File: src/rtl/mem_arbiter.sv
// Two-port arbiter sharing one memory/L2 port between the I-cache (port 0) and D-cache (port 1).
// One word access per grant; the grant is held until memory signals ready, then the winner is acked.
module mem_arbiter #(
    parameter int ADDR_WIDTH = 32,
    parameter int DATA_WIDTH = 32,
    parameter int FIXED_PRIO = 0
) (
    input  logic                  i_clock,
    input  logic                  i_reset,
    input  logic [ADDR_WIDTH-1:0] i_p0_addr,
    input  logic                  i_p0_re,
    input  logic                  i_p0_we,
    input  logic [DATA_WIDTH-1:0] i_p0_wdata,
    output logic [DATA_WIDTH-1:0] o_p0_rdata,
    output logic                  o_p0_ack,
    input  logic [ADDR_WIDTH-1:0] i_p1_addr,
    input  logic                  i_p1_re,
    input  logic                  i_p1_we,
    input  logic [DATA_WIDTH-1:0] i_p1_wdata,
    output logic [DATA_WIDTH-1:0] o_p1_rdata,
    output logic                  o_p1_ack,
    output logic [ADDR_WIDTH-1:0] o_mem_addr,
    output logic                  o_mem_re,
    output logic                  o_mem_we,
    output logic [DATA_WIDTH-1:0] o_mem_wdata,
    input  logic [DATA_WIDTH-1:0] i_mem_rdata,
    input  logic                  i_mem_ready,
    output logic                  o_busy
);

    typedef enum logic [1:0] {
        S_IDLE = 2'd0,
        S_BUSY = 2'd1,
        S_DONE = 2'd2
    } state_t;

    state_t                r_state;
    logic                  r_rr;       // 1 = port 1 favoured on the next tie
    logic                  r_gnt;
    logic                  r_mem_re;
    logic                  r_mem_we;
    logic                  r_p0_ack;
    logic                  r_p1_ack;
    logic [ADDR_WIDTH-1:0] r_addr;
    logic [DATA_WIDTH-1:0] r_wdata;
    logic [DATA_WIDTH-1:0] r_p0_rdata;
    logic [DATA_WIDTH-1:0] r_p1_rdata;

    logic                  w_req0;
    logic                  w_req1;
    logic                  w_pick;
    logic                  w_pick_we;
    logic [ADDR_WIDTH-1:0] w_pick_addr;
    logic [DATA_WIDTH-1:0] w_pick_wdata;

    assign w_req0 = i_p0_re | i_p0_we;
    assign w_req1 = i_p1_re | i_p1_we;

    always_comb begin
        w_pick = w_req1;
        if (w_req0 && w_req1)
            w_pick = (FIXED_PRIO != 0) ? 1'b1 : r_rr;
    end

    // re and we together is treated as a write
    assign w_pick_we    = w_pick ? i_p1_we    : i_p0_we;
    assign w_pick_addr  = w_pick ? i_p1_addr  : i_p0_addr;
    assign w_pick_wdata = w_pick ? i_p1_wdata : i_p0_wdata;

    always_ff @(posedge i_clock) begin
        if (i_reset) begin
            r_state    <= S_IDLE;
            r_rr       <= 1'b0;
            r_gnt      <= 1'b0;
            r_mem_re   <= 1'b0;
            r_mem_we   <= 1'b0;
            r_p0_ack   <= 1'b0;
            r_p1_ack   <= 1'b0;
            r_addr     <= '0;
            r_wdata    <= '0;
            r_p0_rdata <= '0;
            r_p1_rdata <= '0;
        end else begin
            r_p0_ack <= 1'b0;
            r_p1_ack <= 1'b0;
            case (r_state)
                S_IDLE: begin
                    if (w_req0 || w_req1) begin
                        // pointer flips on every grant, contested or not
                        r_rr     <= ~r_rr;
                        r_gnt    <= w_pick;
                        r_addr   <= w_pick_addr;
                        r_wdata  <= w_pick_wdata;
                        r_mem_we <= w_pick_we;
                        r_mem_re <= ~w_pick_we;
                        r_state  <= S_BUSY;
                    end
                end
                S_BUSY: begin
                    if (i_mem_ready) begin
                        if (!r_mem_we) begin
                            if (r_gnt) r_p1_rdata <= i_mem_rdata;
                            else       r_p0_rdata <= i_mem_rdata;
                        end
                        r_mem_re <= 1'b0;
                        r_mem_we <= 1'b0;
                        r_p0_ack <= ~r_gnt;
                        r_p1_ack <= r_gnt;
                        r_state  <= S_DONE;
                    end
                end
                default: r_state <= S_IDLE;
            endcase
        end
    end

    assign o_mem_addr  = r_addr;
    assign o_mem_wdata = r_wdata;
    assign o_mem_re    = r_mem_re;
    assign o_mem_we    = r_mem_we;
    assign o_p0_ack    = r_p0_ack;
    assign o_p1_ack    = r_p1_ack;
    assign o_p0_rdata  = r_p0_rdata;
    assign o_p1_rdata  = r_p1_rdata;
    assign o_busy      = (r_state != S_IDLE);

endmodule

File: config.mk
export PLATFORM = sky130hd
export DESIGN_NAME = mem_arbiter
export DESIGN_NICKNAME = d
export VERILOG_FILES = /design/src/rtl/mem_arbiter.sv
export SDC_FILE = /design/constraint.sdc
export NUM_CORES = 1
export LEC_CHECK = 0
export ABC_CLOCK_PERIOD_IN_PS = 1800
export CAP_MARGIN = 20
export CORE_ASPECT_RATIO = 0.6
export CORE_MARGIN = 8
export CORE_UTILIZATION = 38
export CTS_CLUSTER_SIZE = 25
export DETAILED_ROUTE_END_ITERATION = 12
export PLACE_DENSITY_LB_ADDON = 0.25
export RECOVER_POWER = 50
export SLEW_MARGIN = 15
export SYNTH_ARGS = -nofsm -noshare
export SYNTH_HDL_FRONTEND = slang
export SYNTH_SLANG_ARGS = --single-unit
export TNS_END_PERCENT = 50
File: constraint.sdc
create_clock -name i_clock -period 1.8 [get_ports i_clock]
set_input_delay 0.36 -clock i_clock [delete_from_list [all_inputs] [get_ports i_clock]]
set_output_delay 0.36 -clock i_clock [all_outputs]
set_load 0.01 [all_outputs]
==> impl_metrics.toml <==
[critical_path]
worstPathMaxFanout = 2
cp_cell_sequence = "clkdlybuf4s50_1"
crit_path_top_delay_cell = "clkdlybuf4s50_1"
end_kind = "output port"
required_ns = 1.44
crit_family = "buffers and inverters"
worstPathArrival_ns = 1.33
critical_path_class = "register to output port"
cp_num_buf_inv = 1
critPathMaxStageDelay_ns = 0.59
crit_path_start_kind = "register"

[timing]
max_freq_mhz = 591.7
worst_hold_slack_ns = 0.3530
fin_skew_ns = 0.008769
worst_pin_slew_ns = 0.4135
setup_viol = 0
min_period_ns = 1.690
grt_setup_unrepaired = "no"
drv_slew = 0
finalHoldViolCount = 0
min_period_over_period_pct = 93.89
slew_headroom_pct = 72.43

[routing]
drt_wl_total_um = 20090
drt_first_pass_iters = 4
route.met3.wl_um = 1933
wl_per_cell_um = 17.50
drt_iter0_drc = 344
drt-met1-wl_um = 8472
top_layer_used = "met4"
drcViolationCount = 0
ant_nets = 0
num_vias = 5660
via_per_inst = 4.930
dr_wl_met2_um = 9332

[yosys]
ys_warn_count = 0
synthesis.area_um2 = 5259
synthesis.nets = 841
ys_seq_elements = 136
synthCells = 674
postSynthAreaPerCell_um2 = 7.802
synth_area_leaders = "dfxtp_1, nand2_1, a21oi_1, a211oi_1, nor2_1"
ys_types = 26
netlist.area_leader.share_pct = 51.77
yosys.area.top_type = "dfxtp_1"
synth-seq-area-share_pct = 51.77

[placed_design]
dp_hpwl_um = 14580
io_buffers = 299
gp_congestion = 0.8108

[cells_and_area]
antennaDiodeCount = 0
layout.nets = 1127
final_util_pct = 67.60
drive_above_1_share_pct = 6.372
area_growth_pct = 74.61

[job]
max-cap-violations = 0

[power]
ir_drop_uv = 608.5
p_leak_nw = 3.421
sw_frac_of_total_pct = 27.33
comb_power_share_pct = 23.3
seqPwrFrac_pct = 37.5
p_per_area_nw_per_um2 = 987.9
switching_power_mw = 2.480
p_int_mw = 6.592
power_frac_clock_pct = 39.2

[global_routing]
gr-usage-all-layers_pct = 21.65
grt_first_pass_wirelength_um = 31060
antenna_found_initial = 0
grt_pass1_vias = 5494
grt-ovfl-total = 0
grt_max_degree = 45

[clock_network]
hold_buffers = 0
cts_max_level = 4
cts_buffers = 17
cts.repair.resized = 1
cts_tree = "yes"
clock_sinks = 136
path_clk_slew_ns = 0.06
post_cts_buffers = 0
clock_latency_ns = 0.41
cts-root-buf = "clkbuf_16"
clk_path_buf_depth = 2

[status]
outcome = "complete, no violations"

[die]
die_h_um = 107.1
core-area_um2 = 13580
die-area_um2 = 17980
io_pins = 300
start_util_pct = 38.71
die_x_um = 167.9
rows = 33

[min_path]
hold_class = "primary input to register"
per-layer routing:
metal  up-vias  global-route usage, %
li1       2843                      -
met1      2587                  26.01
met2       201                  35.10
met3        29                  8.364
met4         0                  7.546
met5         -                      0
path summary, 6_finish.rpt:
check                                       end  slack [ns]             from  cells past startpoint
worst max register to register    o_p0_rdata[9]        0.25       r_state[1]                      6
worst max-delay path            o_mem_wdata[22]        0.11  o_mem_wdata[22]                      1
worst min-delay path             o_p1_rdata[24]        0.35          i_reset                      2
worst min register to register   o_p1_rdata[20]        0.45   o_p1_rdata[20]                      2
area by class of cell:
cell class,count,area [um^2]
timing repair buffer,325,3336
clock inverter,14,172.7
multi-input combinational,480,2303
clock buffer,18,429.2
tap,175,219.0
fill,1137,4402
sequential,136,2723
registers in the layout (all words and copies together), names as in the netlist:
name         count
o_mem_addr      32
o_mem_wdata     32
o_p0_rdata      32
o_p1_rdata      32
r_state          2
o_mem_re         1
o_mem_we         1
o_p0_ack         1
o_p1_ack         1
r_gnt            1
r_rr             1
synthesized netlist by cell type:
| master | instances |
|---|---|
| buf_1 | 4 |
| clkbuf_1 | 29 |
| buf_4 | 3 |
| and2_1 | 1 |
| nand2_1 | 194 |
| a21o_1 | 1 |
| and3b_1 | 1 |
| nor3b_2 | 1 |
| dfxtp_1 | 136 |
| o21ai_0 | 1 |
| or3b_1 | 1 |
| a211oi_1 | 64 |
| or2_1 | 1 |
| nor2_1 | 69 |
| nor3_1 | 2 |
| buf_2 | 21 |
| or3b_2 | 1 |
| buf_6 | 1 |
| a21oi_1 | 134 |
| nand3b_1 | 1 |
| nand3_1 | 2 |
| or2_2 | 1 |
| or3_1 | 2 |
| xnor2_1 | 1 |
| o21ba_2 | 1 |
| nand2b_1 | 1 |
kinds of logic (layout without fill, tap and decap cells):
family,Yosys count,in the layout,synth area share [%]
and+or+nand+nor,278,278,20.75
AOI/OAI and AO/OA,201,201,22.32
DFF,136,136,51.77
buffers and inverters,58,357,4.996
xor gates and xnor gates,1,1,0.1666
cell usage in the layout (no fill, tap or decap), types with 2 or more instances in the layout:
master	instances
clkinv_4	2
clkbuf_1	4
inv_6	2
clkdlybuf4s50_1	297
buf_12	13
a21oi_1	133
a211oi_1	64
nand2_1	194
bufinv_16	3
buf_4	10
nor2_1	68
nand3_1	2
clkinv_2	2
clkbuf_16	17
clkinvlp_4	5
dfxtp_1	136
or3_1	2
through the flow:
step / setup WS (ns) / area (um^2) / power (mW) / TNS [ns] / instances
5_1_grt: 0.03620 / 9183 / 9.480 / 0 / 1148
4_1_cts: 0.08653 / 9208 / 9.180 / 0 / 1148
2_1_floorplan: 0.2847 / 5259 / 4.359 / 0 / 674
3_5_place_dp: -0.1506 / 8607 / 5.594 / -9.753 / 1116
6_report: 0.1099 / 9183 / 9.072 / 0 / 1148
3_3_place_gp: -0.1556 / 8607 / 5.575 / -8.610 / 1116
power groups by stage:
stage          clock, mW  combinational (mW)  sequential (mW)
6_report            3.56                2.11             3.40
5_1_grt             3.76                2.29             3.43
3_5_place_dp           0                2.13             3.47
3_3_place_gp           0                2.12             3.46
4_1_cts             3.64                2.14             3.40
2_1_floorplan          0               0.780             3.58
Note: power is estimated with default switching activity, not from simulation.
